$ cat config.mk
export PLATFORM = sky130hd
export DESIGN_NAME = lcis_engine_flat
export DESIGN_NICKNAME = d
export VERILOG_FILES = /design/src/rtl/lcis_pkg.sv /design/src/rtl/lcis_if.sv /design/src/rtl/lcis_ram.sv /design/src/rtl/lcis_engine.sv /design/src/flat_wrapper.sv
export SDC_FILE = /design/constraint.sdc
export NUM_CORES = 1
export LEC_CHECK = 0
export CORE_ASPECT_RATIO = 0.5
export CORE_MARGIN = 2
export CORE_UTILIZATION = 40
export DETAILED_ROUTE_END_ITERATION = 8
export MAX_ROUTING_LAYER = met4
export PLACE_DENSITY = 0.81
export SYNTH_ARGS = -nofsm -noshare
export SYNTH_HDL_FRONTEND = slang
export SYNTH_SLANG_ARGS = --single-unit
$ cat constraint.sdc
create_clock -name clk -period 1.5 [get_ports clk]
set_input_delay 0.3 -clock clk [delete_from_list [all_inputs] [get_ports clk]]
set_output_delay 0.3 -clock clk [all_outputs]
set_load 0.05 [all_outputs]
$ cat src/rtl/lcis_pkg.sv
// lcis_pkg: shared FSM state enum and order_mode encodings for the LCIS engine
package lcis_pkg;
  typedef enum logic [2:0] {IDLE, READ, SCAN, WR_LEN, WR_IDX, DONE} state_t;
  localparam logic [1:0] MODE_INC_S  = 2'd0;
  localparam logic [1:0] MODE_NDEC_S = 2'd1;
  localparam logic [1:0] MODE_DEC_S  = 2'd2;
  localparam logic [1:0] MODE_INC_U  = 2'd3;
endpackage

$ cat src/rtl/lcis_if.sv
// lcis_if: order command bus; master drives order_valid/start/len/back/mode, slave returns order_busy/order_done
interface lcis_if #(parameter int ADDR_WIDTH = 16);
  logic                  order_valid;
  logic [ADDR_WIDTH-1:0] order_start;
  logic [ADDR_WIDTH-1:0] order_len;
  logic [ADDR_WIDTH-1:0] order_back;
  logic [1:0]            order_mode;
  logic                  order_busy;
  logic                  order_done;
  modport master (output order_valid, order_start, order_len, order_back, order_mode, input order_busy, order_done);
  modport slave (input order_valid, order_start, order_len, order_back, order_mode, output order_busy, order_done);
endinterface

$ cat src/rtl/lcis_ram.sv
// lcis_ram: synchronous 1R/1W RAM, 1-cycle read latency; ports clk, i_rd_en/i_rd_addr/o_rd_data, i_we/i_wr_addr/i_wr_data
module lcis_ram #(
  parameter int ADDR_WIDTH = 16,
  parameter int DATA_WIDTH = 16,
  parameter int DEPTH      = 2**ADDR_WIDTH
) (
  input  logic                  clk,
  input  logic                  i_rd_en,
  input  logic [ADDR_WIDTH-1:0] i_rd_addr,
  output logic [DATA_WIDTH-1:0] o_rd_data,
  input  logic                  i_we,
  input  logic [ADDR_WIDTH-1:0] i_wr_addr,
  input  logic [DATA_WIDTH-1:0] i_wr_data
);
  logic [DATA_WIDTH-1:0] memory [DEPTH];
  always_ff @(posedge clk) begin
    if (i_we) memory[i_wr_addr] <= i_wr_data;
    if (i_rd_en) o_rd_data <= memory[i_rd_addr];
  end
endmodule

$ cat src/rtl/lcis_engine.sv
// lcis_engine: finds the longest monotonic run in RAM[start..start+len-1] and writes its length/start to RAM[back], RAM[back+1]; ports clk, rst, bus (lcis_if.slave)
module lcis_engine
  import lcis_pkg::*;
#(
  parameter int ADDR_WIDTH = 16,
  parameter int DATA_WIDTH = 16,
  parameter int DEPTH      = 2**ADDR_WIDTH
) (
  input logic   clk,
  input logic   rst,
  lcis_if.slave bus
);
  state_t r_state, w_next;
  logic [ADDR_WIDTH-1:0] r_start, r_len, r_back, r_idx, r_run, r_rstart, r_best, r_bstart;
  logic [1:0] r_mode;
  logic [DATA_WIDTH-1:0] r_prev, w_rd_data, w_wr_data;
  logic [ADDR_WIDTH-1:0] w_cur, w_rd_addr, w_wr_addr, w_run, w_rstart;
  logic w_accept, w_proc, w_cond, w_ext, w_rd_en, w_we;
  lcis_ram #(.ADDR_WIDTH(ADDR_WIDTH), .DATA_WIDTH(DATA_WIDTH), .DEPTH(DEPTH)) u_ram (
    .clk       (clk),
    .i_rd_en   (w_rd_en),
    .i_rd_addr (w_rd_addr),
    .o_rd_data (w_rd_data),
    .i_we      (w_we),
    .i_wr_addr (w_wr_addr),
    .i_wr_data (w_wr_data)
  );
  always_ff @(posedge clk) begin
    if (rst) r_state <= IDLE;
    else r_state <= w_next;
  end
  always_comb begin
    w_next = IDLE;
    case (r_state)
      IDLE, DONE: w_next = w_accept ? READ : IDLE;
      READ:       w_next = SCAN;
      SCAN:       w_next = w_proc ? SCAN : WR_LEN;
      WR_LEN:     w_next = WR_IDX;
      WR_IDX:     w_next = DONE;
      default:    w_next = IDLE;
    endcase
  end
  // Read data lags its address by one cycle, so SCAN spends len cycles consuming
  // elements plus one final cycle, giving len+4 cycles from accept to DONE.
  always_comb begin
    bus.order_busy = r_state inside {READ, SCAN, WR_LEN, WR_IDX};
    bus.order_done = r_state == DONE;
    w_accept  = bus.order_valid && !bus.order_busy;
    w_proc    = r_idx != r_len;
    w_cur     = r_start + r_idx;
    w_rd_en   = (r_state == READ && r_len != '0) || (r_state == SCAN && w_proc && r_idx + ADDR_WIDTH'(1) != r_len);
    w_rd_addr = r_state == READ ? r_start : w_cur + ADDR_WIDTH'(1);
    w_we      = (r_state == WR_LEN || r_state == WR_IDX) && !rst;
    w_wr_addr = r_state == WR_IDX ? r_back + ADDR_WIDTH'(1) : r_back;
    w_wr_data = r_state == WR_IDX ? DATA_WIDTH'(r_bstart) : DATA_WIDTH'(r_best);
  end
  always_comb begin
    w_cond   = r_mode == MODE_INC_U  ? r_prev < w_rd_data :
               r_mode == MODE_DEC_S  ? $signed(r_prev) >  $signed(w_rd_data) :
               r_mode == MODE_NDEC_S ? $signed(r_prev) <= $signed(w_rd_data) :
                                       $signed(r_prev) <  $signed(w_rd_data);
    w_ext    = r_idx != '0 && w_cond;
    w_run    = w_ext ? r_run + ADDR_WIDTH'(1) : ADDR_WIDTH'(1);
    w_rstart = w_ext ? r_rstart : w_cur;
  end
  // Best defaults to (0, start) so a zero-length order reports that pair untouched.
  always_ff @(posedge clk) begin
    if (rst) begin
      r_start  <= '0;
      r_len    <= '0;
      r_back   <= '0;
      r_mode   <= '0;
      r_idx    <= '0;
      r_run    <= '0;
      r_rstart <= '0;
      r_best   <= '0;
      r_bstart <= '0;
      r_prev   <= '0;
    end else if (w_accept) begin
      r_start  <= bus.order_start;
      r_len    <= bus.order_len;
      r_back   <= bus.order_back;
      r_mode   <= bus.order_mode;
      r_idx    <= '0;
      r_run    <= '0;
      r_rstart <= bus.order_start;
      r_best   <= '0;
      r_bstart <= bus.order_start;
    end else if (r_state == SCAN && w_proc) begin
      r_idx    <= r_idx + ADDR_WIDTH'(1);
      r_run    <= w_run;
      r_rstart <= w_rstart;
      r_prev   <= w_rd_data;
      if (w_run > r_best) begin
        r_best   <= w_run;
        r_bstart <= w_rstart;
      end
    end
  end
endmodule
$ cat src/flat_wrapper.sv
// flat-port wrapper written by rule: the top's interface ports become plain ports
module lcis_engine_flat import lcis_pkg::*;
#(
  parameter int ADDR_WIDTH = 16,
  parameter int DATA_WIDTH = 16,
  parameter int DEPTH      = 2**ADDR_WIDTH
)
  (clk, rst, bus_order_valid, bus_order_start, bus_order_len, bus_order_back, bus_order_mode, bus_order_busy, bus_order_done);
  lcis_if #(.ADDR_WIDTH(ADDR_WIDTH)) bus_i ();
  input logic clk;
  input logic rst;
  input wire logic [$bits(bus_i.order_valid)-1:0] bus_order_valid;
  input wire logic [$bits(bus_i.order_start)-1:0] bus_order_start;
  input wire logic [$bits(bus_i.order_len)-1:0] bus_order_len;
  input wire logic [$bits(bus_i.order_back)-1:0] bus_order_back;
  input wire logic [$bits(bus_i.order_mode)-1:0] bus_order_mode;
  output wire logic [$bits(bus_i.order_busy)-1:0] bus_order_busy;
  output wire logic [$bits(bus_i.order_done)-1:0] bus_order_done;
  assign bus_i.order_valid = bus_order_valid;
  assign bus_i.order_start = bus_order_start;
  assign bus_i.order_len = bus_order_len;
  assign bus_i.order_back = bus_order_back;
  assign bus_i.order_mode = bus_order_mode;
  assign bus_order_busy = bus_i.order_busy;
  assign bus_order_done = bus_i.order_done;
  lcis_engine #(.ADDR_WIDTH(ADDR_WIDTH), .DATA_WIDTH(DATA_WIDTH), .DEPTH(DEPTH)) u_core (.clk(clk), .rst(rst), .bus(bus_i));
endmodule
==> flow_summary.yaml <==
status:
  violations: "negative setup slack"
  status: "finished with violations"
route:
  ant_nets: 0
  vias: 1880
  routedWlPerCell_um: 16.38
  wirelength_mm: 5.226
  drtIter0Drc: 203
  first_pass_iters: 5
  viasPerCell: 5.893
  drc: 0
floorplan:
  coreArea_mm2: 0.004044
  dieWidth_um: 97.52
  dieArea_mm2: 0.004950
  io_pins: 55
  die_h_um: 50.76
  num_rows: 16
  initial_core_util: 0.4325
critical_path:
  path_class: "flop to flop"
  crit_chain: "xnor2_2 -> nand4_1 -> nor4_4 -> buf_6 -> buf_16 -> o21ai_1 -> a21oi_1"
  cp-end-kind: "flop"
  critical_path.max_stage_delay_ns: 0.38
  critPathArrivalTime_ns: 1.90
  cp_num_buf_inv: 2
  cp-start-kind: "flop"
  required_ns: 1.70
  critPathSlowestCell: "dfxtp_4"
  crit_path_max_fanout: 7
  path_delay_family: "simple AND/OR/NAND/NOR gates"
power:
  power.density_mw_per_mm2: 939.9
  ir_drop_mv: 0.5497
  leakage_nw: 0.8959
  total_power_mw: 2.447
global_routing:
  grt_max_degree: 17
  gr-usage-met3: 0.02925
  track_usage: 0.2112
  antenna_found_initial: 0
  overflow: 0
  grt_pass1_vias: 1713
  use_met1: 0.2532
  grt_use_met2: 0.3770
  busiest_layer: "met2"
  grt_first_pass_wirelength_mm: 8.066
yosys:
  synth_edf_count: 0
  synth_area_leader_cell: "dfxtp_1"
  yosys.cell_types.count: 31
  synth-simple-area-share: 0.2732
  yosysWarnings: 0
  synth_area_leaders: "dfxtp_1, a21oi_1, xnor2_1"
  yosys.area.top_type_share: 0.4006
  synth_nets: 269
  syn-mean-instance-area_um2: 8.136
  synthAdderAreaFrac: 0.01288
  synth_sequential_area_ratio: 0.4006
  synth_top_family_by_area: "simple AND/OR/NAND/NOR gates"
  synth_xor_area_frac: 0.08941
  synth_area_mm2: 0.001749
  yosysMostFrequentCell: "nand2_1"
  ys_seq_elements: 35
  synth_compound_gate_area_share: 0.1617
  synth_mux_area_frac: 0
  ys.flop_type: "dfxtp_1"
  postSynth.asyncResetShare: 0
  synthTopCellsByCount: "nand2_1, dfxtp_1, a21oi_1"
  syn-instance-count: 215
sta:
  tightest_slew_ns: 0.3017
  period_needed_ns: 1.697
  fin_ws_ns: -0.1966
  finalMaxSlewViolations: 0
  slew_headroom: 0.7967
  period_share: 1.131
  hold_viol_final: 0
  setup_viol: 28
  grt_setup_unrepaired: "true"
  fmax_mhz: 589.4
  finClkSkew_ns: 0.006393
clocking:
  cts_root_buf: "clkbuf_8"
  clock-sinks: 35
  htreeDepth: 2
  cts.path.max_buffers: 2
  clock_latency_ns: 0.29
  cts_hold_buf: 0
  cts_made_buffers: 5
  cts_tree: "built"
  path_clk_slew_ns: 0.07
job:
  cap_viol_max_count: 0
placed_design:
  gp_congestion: 0.8593
  port_buffers: 20
  post-dp-hpwl_mm: 3.096
finish:
  n_antenna_cell: 0
  final_util: 0.6439
  drive_gt1_frac: 0.4000
  areaGrowthSynthToFinish_pct: 48.86
  finalNetCount: 318
worst_hold_path:
  hold_path.class: "flop to flop"
-- layout make-up --
type                    count  area [um2]
clock buffers               8       100.1
repair buffers             57       556.8
well taps                  54       67.56
inverters                   2       7.507
flip-flops and latches     35       738.2
fillers                   287        1440
multi-input cells         163        1134
-- state kept, by name, indices dropped and copies added, names as in the netlist --
register and count:
u_core.r_idx 16, u_core.r_len 16, u_core.r_state 3
-- per-layer routing --
layer / part of all wire / up-vias
li1: - / 860
met1: 0.42 / 900
met2: 0.49 / 92
met3: 0.058 / 28
met4: 0.030 / 0
met5: 0 / -
-- metrics by stage --
stage	hold WS, ns	instances	instance area, um2	setup WS (ns)	TNS, ns
after CTS	0.4783	319	2534	-0.1314	-0.7126
final	0.4797	319	2604	-0.1966	-2.639
after global routing	0.4976	319	2604	-0.2412	-4.417
after floorplan	0.4360	215	1784	-0.1141	-1.137
after detailed placement	0.4694	303	2188	-0.2725	-5.123
after global placement	0.4615	303	2188	-0.2080	-4.356
-- worst paths after layout --
| kind | slack [ns] | to | cells after the start | from |
|---|---|---|---|---|
| worst max-delay path | -0.20 | u_core.r_idx[14]$_SDFFE_PP0P_ | 7 | u_core.r_idx[3]$_SDFFE_PP0P_ |
| worst min-delay path | 0.48 | u_core.r_len[9]$_SDFFE_PP0P_ | 2 | u_core.r_len[9]$_SDFFE_PP0P_ |
| worst max register to register | -0.20 | u_core.r_idx[14]$_SDFFE_PP0P_ | 7 | u_core.r_idx[3]$_SDFFE_PP0P_ |
| worst min register to register | 0.48 | u_core.r_len[9]$_SDFFE_PP0P_ | 2 | u_core.r_len[9]$_SDFFE_PP0P_ |
-- worst register-to-register path: stages (launching register included) --
cell,delay (ns)
dfxtp_4,0.38
xnor2_2,0.17
nand4_1,0.15
nor4_4,0.33
buf_6,0.18
buf_16,0.12
o21ai_1,0.10
a21oi_1,0.19
-- cell families after synthesis --
logic type | count (synthesis)
xor+xnor | 17
simple gates | 92
compound gates | 52
fa+ha+maj | 2
buf+inv | 17
flops | 35
-- power by group --
group          internal, mW  switching, mW
Clock                 0.419          0.331
Sequential            0.975         0.0492
Combinational         0.344          0.329
Total                  1.74          0.710
-- repair_timing --
item	4_1_cts	5_1_grt
buffers inserted	6	0
gates cloned	2	0
setup endpoints to repair	30	29
resized for setup	48	16
endpoints found under the hold margin	0	0
pin swaps	36	10
-- cell usage in the layout (no fill, tap or decap), types with 3 or more instances in the layout --
master	synthesis	routed
dfxtp_4	0	4
or3_1	16	15
buf_4	2	29
nand3_1	10	7
buf_12	0	3
o21ai_2	0	5
clkdlybuf4s50_1	0	18
o21ai_1	13	8
clkbuf_8	0	7
xnor2_1	16	9
and2_4	0	3
nand4_1	11	11
nand3_2	0	3
xnor2_2	1	8
a21oi_1	32	30
dfxtp_2	0	18
nand2_1	36	35
buf_6	4	5
dfxtp_1	35	13
No activity file was read; power rests on OpenSTA's default activity.
